===== config.mk =====
export PLATFORM = sky130hd
export DESIGN_NAME = instr_prog_loader
export DESIGN_NICKNAME = d
export VERILOG_FILES = /design/src/rtl/instr_prog_pkg.sv /design/src/rtl/instr_prog_loader_cycle_timer.sv /design/src/rtl/instr_prog_loader.sv
export SDC_FILE = /design/constraint.sdc
export NUM_CORES = 1
export LEC_CHECK = 0
export ABC_CLOCK_PERIOD_IN_PS = 3100
export CAP_MARGIN = 20
export CORE_MARGIN = 2
export CORE_UTILIZATION = 45
export CTS_CLUSTER_DIAMETER = 40
export DETAILED_ROUTE_END_ITERATION = 8
export DONT_BUFFER_PORTS = 1
export PLACE_DENSITY = 0.59
export RECOVER_POWER = 100
export SYNTH_ARGS = -nofsm -noshare
export SYNTH_HDL_FRONTEND = slang
export SYNTH_HIERARCHICAL = 1
export SYNTH_SLANG_ARGS = --single-unit

===== constraint.sdc =====
create_clock -name clock -period 3.1 [get_ports clock]
set_input_delay 0.465 -clock clock [delete_from_list [all_inputs] [get_ports clock]]
set_output_delay 0.465 -clock clock [all_outputs]
set_load 0.01 [all_outputs]

===== src/rtl/instr_prog_pkg.sv =====
// Shared types and helpers for the instruction program loader.
package instr_prog_pkg;

  typedef enum logic [2:0] {
    ST_IDLE,
    ST_LOAD,
    ST_READY,
    ST_RUN,
    ST_DONE
  } state_e;

  localparam int          INSTR_W_DEF = 32;
  localparam logic [31:0] NOP_INSTR   = 32'h0000_0000;  // sll r0,r0,0

  // MSB bit position of slot k in the flat image; slot 0 sits at the top.
  function automatic int slot_msb(input int k, input int depth, input int width);
    return depth * width - 1 - k * width;
  endfunction

endpackage


===== src/rtl/instr_prog_loader_cycle_timer.sv =====
// Run-length timer: load latches the terminal value and clears the count,
// enable advances the count, tc_o flags the last cycle of the run.
module cycle_timer #(
  parameter int CNT_W = 16
) (
  input  logic             clock,
  input  logic             init,
  input  logic             load_i,
  input  logic             en_i,
  input  logic [CNT_W-1:0] term_i,
  output logic [CNT_W-1:0] count_o,
  output logic             tc_o
);

  logic [CNT_W-1:0] term_q;
  logic [CNT_W-1:0] count_q;

  // Terminal value and elapsed count registers.
  always_ff @(posedge clock) begin
    // NOTE: sequential state uses non-blocking assignments so every register
    // samples the pre-edge value of its neighbours, regardless of block order.
    if (init) begin
      term_q  <= '0;
      count_q <= '0;
    end else if (load_i) begin
      term_q  <= term_i;
      count_q <= '0;
    end else if (en_i) begin
      count_q <= count_q + CNT_W'(1);
    end
  end

  assign count_o = count_q;
  assign tc_o    = en_i && (count_q == term_q - CNT_W'(1));

endmodule


===== src/rtl/instr_prog_loader.sv =====
// Instruction program loader: packs a valid/ready word stream into the flat
// CPU instruction bus, holds the CPU in init while loading, then releases it
// for a programmed number of cycles.
// Build option: define NOP_PAD_EN to zero all other slots on the first beat
// of every new program; otherwise unwritten slots keep their old contents.
module instr_prog_loader
  import instr_prog_pkg::*;
#(
  parameter int DEPTH   = 10,
  parameter int INSTR_W = INSTR_W_DEF,
  parameter int CNT_W   = 16
) (
  input  logic                         clock,
  input  logic                         init,
  input  logic                         in_valid,
  output logic                         in_ready,
  input  logic [INSTR_W-1:0]           in_data,
  input  logic                         in_last,
  input  logic                         start,
  input  logic [CNT_W-1:0]             run_cycles,
  output logic [DEPTH*INSTR_W-1:0]     i_datain,
  output logic                         cpu_init,
  output logic [$clog2(DEPTH+1)-1:0]   count,
  output logic [CNT_W-1:0]             cycle_count,
  output logic                         busy,
  output logic                         done
);

  localparam int            CW      = $clog2(DEPTH + 1);
  localparam int            IMG_W   = DEPTH * INSTR_W;
  localparam int            IDX_W   = $clog2(IMG_W);
  localparam logic [CW-1:0] DEPTH_C = CW'(DEPTH);

  state_e           state_q, state_d;
  logic [CW-1:0]    count_q, count_d;
  logic [IMG_W-1:0] image_q, image_d;
  logic             in_ready_q, in_ready_d;
  logic             cpu_init_q, cpu_init_d;
  logic             busy_q, busy_d;
  logic             done_q, done_d;

  logic             accept;
  logic             wr_en;
  logic [IDX_W-1:0] wr_msb;
  logic             timer_load;
  logic             timer_en;
  logic             timer_tc;

  assign accept   = in_valid && in_ready_q;
  assign timer_en = (state_q == ST_RUN);

  cycle_timer #(
    .CNT_W (CNT_W)
  ) u_timer (
    .clock   (clock),
    .init    (init),
    .load_i  (timer_load),
    .en_i    (timer_en),
    .term_i  (run_cycles),
    .count_o (cycle_count),
    .tc_o    (timer_tc)
  );

  // Next-state, image update and registered-output decode.
  always_comb begin
    // NOTE: every signal gets a default before the case so no path leaves it
    // unassigned, which would otherwise infer a latch.
    state_d    = state_q;
    count_d    = count_q;
    image_d    = image_q;
    wr_en      = 1'b0;
    wr_msb     = '0;
    timer_load = 1'b0;

    unique case (state_q)
      ST_IDLE, ST_READY, ST_DONE: begin
        if (accept) begin
          // First beat of a new program; a simultaneous start is dropped.
`ifdef NOP_PAD_EN
          for (int k = 0; k < DEPTH; k++) begin
            image_d[IDX_W'(slot_msb(k, DEPTH, INSTR_W)) -: INSTR_W] = INSTR_W'(NOP_INSTR);
          end
`endif
          wr_en   = 1'b1;
          wr_msb  = IDX_W'(slot_msb(0, DEPTH, INSTR_W));
          count_d = CW'(1);
          state_d = (in_last || count_d == DEPTH_C) ? ST_READY : ST_LOAD;
        end else if (start) begin
          timer_load = 1'b1;
          state_d    = (run_cycles == '0) ? ST_DONE : ST_RUN;
        end
      end
      ST_LOAD: begin
        if (accept) begin
          wr_en   = 1'b1;
          wr_msb  = IDX_W'(slot_msb(int'(count_q), DEPTH, INSTR_W));
          count_d = count_q + CW'(1);
          if (in_last || count_d == DEPTH_C) state_d = ST_READY;
        end
      end
      ST_RUN: begin
        if (timer_tc) state_d = ST_DONE;
      end
      default: state_d = ST_IDLE;
    endcase

    if (wr_en) image_d[wr_msb -: INSTR_W] = in_data;

    in_ready_d = (state_d != ST_RUN) && (count_d < DEPTH_C);
    cpu_init_d = (state_d != ST_RUN);
    busy_d     = (state_d == ST_LOAD) || (state_d == ST_RUN);
    done_d     = (state_d == ST_DONE);
  end

  // State, image and output registers with synchronous reset on init.
  always_ff @(posedge clock) begin
    if (init) begin
      state_q    <= ST_IDLE;
      count_q    <= '0;
      image_q    <= '0;
      in_ready_q <= 1'b1;
      cpu_init_q <= 1'b1;
      busy_q     <= 1'b0;
      done_q     <= 1'b0;
    end else begin
      state_q    <= state_d;
      count_q    <= count_d;
      image_q    <= image_d;
      in_ready_q <= in_ready_d;
      cpu_init_q <= cpu_init_d;
      busy_q     <= busy_d;
      done_q     <= done_d;
    end
  end

  assign in_ready = in_ready_q;
  assign i_datain = image_q;
  assign cpu_init = cpu_init_q;
  assign count    = count_q;
  assign busy     = busy_q;
  assign done     = done_q;

endmodule


; ---- Word level (Yosys, flattened, before mapping)
; Cells that the tools add are included.
[word_totals]
ff_bits = 363
latch_bits = 0
ram_bits = 0
mem_bits_ro = 0
in_bits = 53
output_inout_bits = 344
wordCells = 57
memories = 0
[op_classes]
addsub = 5
n_mul = 0
div_mod_pow = 0
n_lt_le_gt_ge = 1
n_eq_ne = 10
shifts = 2
n_mux = 20
n_bitwise = 0
n_reduce_logical = 10
[ops]
columns = op, n
row1 = 32-bit by 11-bit variable shift with 351-bit output (first input constant), 1
row2 = 32-bit by 11-bit indexed part select with 351-bit output, 1
row3 = 320-bit bitwise mux, 1
row4 = 3-bit 2-to-1 mux, 6
row5 = 9-bit 2-to-1 mux, 2
row6 = 9-bit case mux with 2 select lines, 1
row7 = 16-bit by 1-bit adder with 16-bit output (second input constant), 1
row8 = 16-bit equality test, 1
row9 = 16-bit logical NOT, 1
row10 = 16-bit by 1-bit subtractor with 16-bit output (second input constant), 1
row11 = 9-bit negation with 11-bit output, 1
row12 = 3-bit by 2-bit equality test with 1-bit output (second input constant), 3
row13 = 3-bit case mux with 3 select lines, 1
row14 = 9-bit subtractor (first input constant), 1
row15 = 4-bit 2-to-1 mux, 2
row16 = 4-bit case mux with 2 select lines, 1
row17 = 3-bit by 1-bit equality test with 1-bit output (second input constant), 2
row18 = 3-bit equality test (second input constant), 2
row19 = 1-bit 2-to-1 mux, 5
row20 = 4-bit by 1-bit adder with 4-bit output (second input constant), 1
row21 = 4-bit equality test (second input constant), 1
row22 = 4-bit less-than comparator (second input constant), 1
row23 = 4-bit OR reduction, 1
row24 = 1-bit logical AND, 3
row25 = 6 further kinds, 7

; ---- Longest topological paths before layout
[depth]
depth_word = 8
mapped_depth = 14
depth_no_buf = 11

; ---- Hierarchy
; Netlist, hierarchy kept.
[modules_own_cells]
columns = module, instances, cells_each, area_each_um2, seq_area_each_um2
row1 = instr_prog_loader, 1, 1202, 12196.7, 6626.4
row2 = cycle_timer, 1, 208, 1819.2, 640.6

; ---- Worst setup path after synthesis
; OpenSTA, ideal clock, no wires.
[synth_path]
kind = reg-to-reg
start = register state_q[1]
end = register image_q[147] (netlist: i_datain[147])
setup_time_ns = 0.144
t_arrival_ns = 3.279
required_time_ns = 2.956
path_slack_ns = -0.323
stages_incl_launch_ff = 15
path_buffers = 4
period_less_slack_ns = 3.423
cell_sequence = dfxtp_1 > buf_2 > maj3_2 > nor2_2 > inv_2 > clkbuf_1 > o21a_1 > ha_1 > nand2_1 > or4_4 > a2111o_1 > buf_6 > buf_2 > nand3b_1 > o31ai_2
[synth_between]
elab_chain_len = 6
word_cells_on_any_way = 12
cone_classes = 1 x add/sub / 3 x eq/ne / 2 x shift / 3 x mux / 3 x reduce/logical
[synth_rtl]
columns = element, line_no
row1 = "start, declared", instr_prog_loader.sv:34  ; state_e state_q, state_d;
row2 = "start signal, assigned", instr_prog_loader.sv:126  ; state_q <= state_d;
row3 = "3-bit by 2-bit equality test with 1-bit output, or another cell as far along", instr_prog_loader.sv:75  ; unique case (state_q)
row4 = 3-bit OR reduction, instr_prog_loader.sv:75
row5 = 9-bit case mux with 2 select lines, instr_prog_loader.sv:75
row6 = 9-bit negation with 11-bit output, instr_prog_loader.sv:107  ; if (wr_en) image_d[wr_msb -: INSTR_W] = in_data;
row7 = 32-bit by 11-bit indexed part select with 351-bit output or 32-bit by 11-bit variable shift with 351-bit output (tied branches), instr_prog_loader.sv:107
row8 = 320-bit bitwise mux, instr_prog_loader.sv:107
row9 = "end signal, assigned", instr_prog_loader.sv:128  ; image_q <= image_d;
row10 = "end, declared", instr_prog_loader.sv:36  ; logic [IMG_W-1:0] image_q, image_d;
; Several ways; a longest one is shown, not always the timed one.
; A chain may end at the register's enable or synchronous reset.

; ---- Final worst setup path
[layout_path]
start = register state_q[2]
end = register image_q[9] (netlist: i_datain[9])
; The elaborated chain is that of the path after synthesis.

==> summary by stage <==
Outcome
The flow ran to the end, and the final reports show no timing, DRC or antenna violations.

Worst hold path
The min-delay analysis places its worst path in the category in2reg. The startpoint of the most critical hold path is init. The worst hold path depth is 1. The worst min-delay path endpoint is i_datain[128].

Synthesis
Synthesis inferred around 360 register bits. Synthesis instantiated 74 different standard cells from the library. The area of the mapped netlist is roughly 14000 µm². The share of flip-flops with an asynchronous set or reset is 0%. In this run, synthesis inferred 0 flip-flops with an integrated enable.

The share of synthesized area occupied by flip-flops and latches is around half. The synthesized area per cell is 9.94 µm². The most frequently used flop master after synthesis is dfxtp_1. The count of warnings emitted by yosys is 6.

The total nets after synthesis is 1471. After technology mapping, the gate count stands at 1410.

Worst setup path
The kind of start point of the critical path is a register. The slack of the worst reg-to-reg path is roughly 0.13 ns. The reg-to-reg endpoint is i_datain[9].

The standard cell with the maximum stage delay on the critical path is or4_4. The cell family contributing the most delay on the critical path is compound AO/OA/AOI/OAI gates. The highest cell delay on the worst timing path is ~0.46 ns. Data arrives at the worst endpoint at 3.42 ns. Together, buffers and inverters on the worst path number 2. The nature of the critical path endpoint is a register. STA puts the critical path data required time at 3.55 ns. Of all nets on the critical path, the largest fanout is 30. The cell occurring most often along the worst timing path is nand2_1. The path length in cells of the critical path is 11. The kind of critical path is reg2reg.

The startpoint identified for the worst register-to-register timing path is state_q[2]. The signal on the critical path passes through maj3_2, nor2_4, inv_1, o21a_1, ha_4, nand2_1, or4_4, a2111oi_4, nand2_1, buf_12, o2bb2ai_1. Measured in cells, the most critical reg-to-reg path has a length of 11.

Die
Measured along the x axis, the die boundary spans approximately 180 µm. The count of standard-cell rows is 64. The number of I/O pins is ~400. The effective utilization at floorplan is approximately 46%. The area of the die is around 33000 µm². The total area inside the core boundary comes to a little over 30000 µm². The die is 180 µm tall.

Power
The worst ir drop on vdd is ~0.40 mV. The areal power density over the cells is slightly above 700 nW/µm². In this run the static leakage power is between 5 and 6 nW.

Route
The number of DRC markers in iteration 0 is roughly 630. The number of design rule violations left after detail routing is 0. After detailed routing, the total wire length is around 45000 µm. The average wire per standard cell is around 24 µm. The per-cell via count in the routed design is between 5 and 6. The number of nets still failing antenna checks after routing is 0. For this block, the via count after detailed routing is 11.0k. The first detailed-routing pass took 5 iterations.

Final layout
The share of layout cells above drive strength 1 is around 16%. The area of the multi-input gates is roughly 6300 µm². The layout has 2781 filler cells. In the final design database the tool counted 1479 nets.

The post-synthesis to final-layout area growth is 16.6%. Once layout is done, the placed cells without fillers occupy ~16000 µm². The sequential cell area is approximately 7300 µm².

Timing
The final period utilization is a little over nine tenths. The final count of pins violating max slew is 0. The final number of hold-violating endpoints is 0. The worst hold slack after final layout is 0.0558 ns. Setup violations remaining at the end of the flow were counted as 0. The worst slew margin relative to its limit is 19.1%. Setup repair after global routing could not meet its margin everywhere.

Between clock sinks in the finished design, the worst skew comes to ~0.015 ns. The routed design could run at a clock period as short as 2.97 ns. Derived from the worst setup path, the maximum achievable clock frequency is 337 MHz.

For the pin with the worst max-slew slack, the measured transition is 1.21 ns.

CTS
The clock tree buffer depth is 3. The total CTS buffers is 46. The clock tree from TritonCTS is yes. CTS saw 363 sinks. The deepest level of the CTS H-tree is 2. The clock insertion delay at the later pin of the skew report is 0.54 ns. The clock-pin slew on the worst setup and hold paths is approximately 0.05 ns. The tree is rooted in a clkbuf_16.

GRT
The combined global-route utilization of all metal layers is 26.6%. The initial antenna violation count came to 1. The first global-routing pass estimated between 60000 and 70000 µm of wire. Global routing finished with a remaining overflow of 0.

The maximum number of pins on one net before global-route repair is around 270. The number of global-route vias before repair is about 10k.

Run
The number of max-cap violations is 0.

Placement
Routability-driven placement finished with a final weighted congestion of 0.864. Buffers placed on the I/O ports in this run total 0. In this run the cell area measured after placement is 14800 µm².

The HPWL reported at the end of detailed placement is approximately 30000 µm.
-- cell usage after synthesis, types with 5 or more instances --
cell type	instances	share of area [%]
nor2_1	234	6.3
mux2i_1	17	1.2
nor2b_1	5	0.22
dfxtp_1	363	52
xnor2_1	27	1.7
nand2_1	24	0.64
xor2_1	11	0.69
a21oi_1	46	1.6
o2bb2ai_1	71	4.4
a211oi_1	218	12
nand2b_1	10	0.45
ha_1	8	0.71
buf_2	22	0.79
and3_1	37	1.7
inv_1	11	0.29
nor3_1	9	0.32
buf_6	6	0.48
or3_1	6	0.27
nand3b_1	32	1.7
clkbuf_1	93	2.5
o21ai_0	9	0.32
o31ai_2	29	2.6
a21oi_2	22	1.4
nor4_1	6	0.27
nand3_1	6	0.21
nand4_1	8	0.36
-- worst reg2reg max path, delay by kind of cell, from the launching register on --
kind | cells | cell delay, ns
adder cells (fa/ha/maj) | 2 | 0.64
AND/OR/NAND/NOR | 4 | 0.81
flip-flops | 1 | 0.31
buffers and inverters | 2 | 0.28
AO/OA/AOI/OAI | 3 | 0.84
-- kinds of logic after synthesis --
logic type | count (synthesis) | synth area share, %
AO/OA/AOI/OAI | 438 | 24.8
XOR/XNOR | 38 | 2.37
adder cells (fa/ha/maj) | 9 | 0.795
buffers and inverters | 138 | 4.32
flip-flops | 363 | 51.8
multiplexers | 19 | 1.37
AND/OR/NAND/NOR | 405 | 14.5
-- where the power goes --
group	switching, W	internal, W	leakage [nW]
clock	0.00205	0.00329	0.760
sequential	0.000195	0.00480	2.93
combinational	0.000933	0.000474	1.76
total	0.00318	0.00856	5.45
-- metal layers --
metal	global-route usage, %	vias to the layer above	part of all wire, %	wire length (µm)
met5	0	-	0	0
met2	42.7	462	46	20900
met1	32.4	5234	40	18300
met3	10.3	88	10	4630
met4	9.55	0	3.2	1470
li1	-	5215	-	-
-- registers in the layout, summed over array words and instances (netlist names) --
name,flops
done,1
count,4
u_timer/count_o,16
state_q,3
in_ready,1
u_timer/term_q,16
busy,1
cpu_init,1
i_datain,320
-- through the flow --
stage          total power, W  TNS [ns]  cells  setup slack (ns)  util, %
5_1_grt                0.0121  -0.00732   1851          -0.00732     53.3
3_5_place_dp          0.00648         0   1763             0.163     48.2
6_report               0.0117         0   1851             0.133     53.3
3_3_place_gp          0.00647         0   1762             0.112     48.2
4_1_cts                0.0118         0   1847            0.0956     53.3
2_1_floorplan         0.00590     -2.35   1410           -0.0872        -
-- repair_timing --
item	in CTS	in global routing
resized for setup	0	6
hold buffers	1	0
setup endpoints to repair	0	7
buffers inserted	0	2
endpoints found under the hold margin	8	0
-- layout by cell type (no fill, tap or decap), types with 4 or more instances in the layout --
cell type   instances
mux2i_1            17
or3_1               6
a211oi_1          218
dfxtp_1           363
nor3_1              9
o31ai_2            29
and3_1             37
nand3b_1           32
inv_1              12
nand2_1            23
nor2_1            234
ha_1                7
inv_6               6
a21oi_2            23
o21ai_0             9
xor2_1             11
nor2b_1             5
buf_12              7
nor4_4              4
xnor2_1            26
a21oi_1            45
buf_4              67
clkbuf_2            4
clkbuf_8            6
nand2b_1            9
clkbuf_16          49
nor4_1              6
clkinvlp_4          4
clkinv_2            6
nand4_1             8
clkbuf_1           11
o2bb2ai_1          71
nand3_1             6
-- layout make-up --
| type | instances | area share [%] |
|---|---|---|
| inverter | 12 | 0.276 |
| multi-input combinational | 909 | 38.3 |
| sequential | 363 | 44.5 |
| tap | 396 | 3.03 |
| antenna | 2 | 0.0306 |
| clock inverter | 22 | 1.40 |
| timing repair buffer | 86 | 4.33 |
| clock buffer | 61 | 8.15 |
-- worst max path at each step --
| stage | startpoint | endpoint |
|---|---|---|
| floorplan | state_q[1] | i_datain[147] |
| global placement | state_q[2] | i_datain[224] |
| detailed placement | state_q[2] | i_datain[224] |
| CTS | state_q[2] | i_datain[224] |
| global route | u_timer/term_q[0] | in_ready |
| finish | state_q[2] | i_datain[9] |
Note: power is estimated with default switching activity, not from simulation.
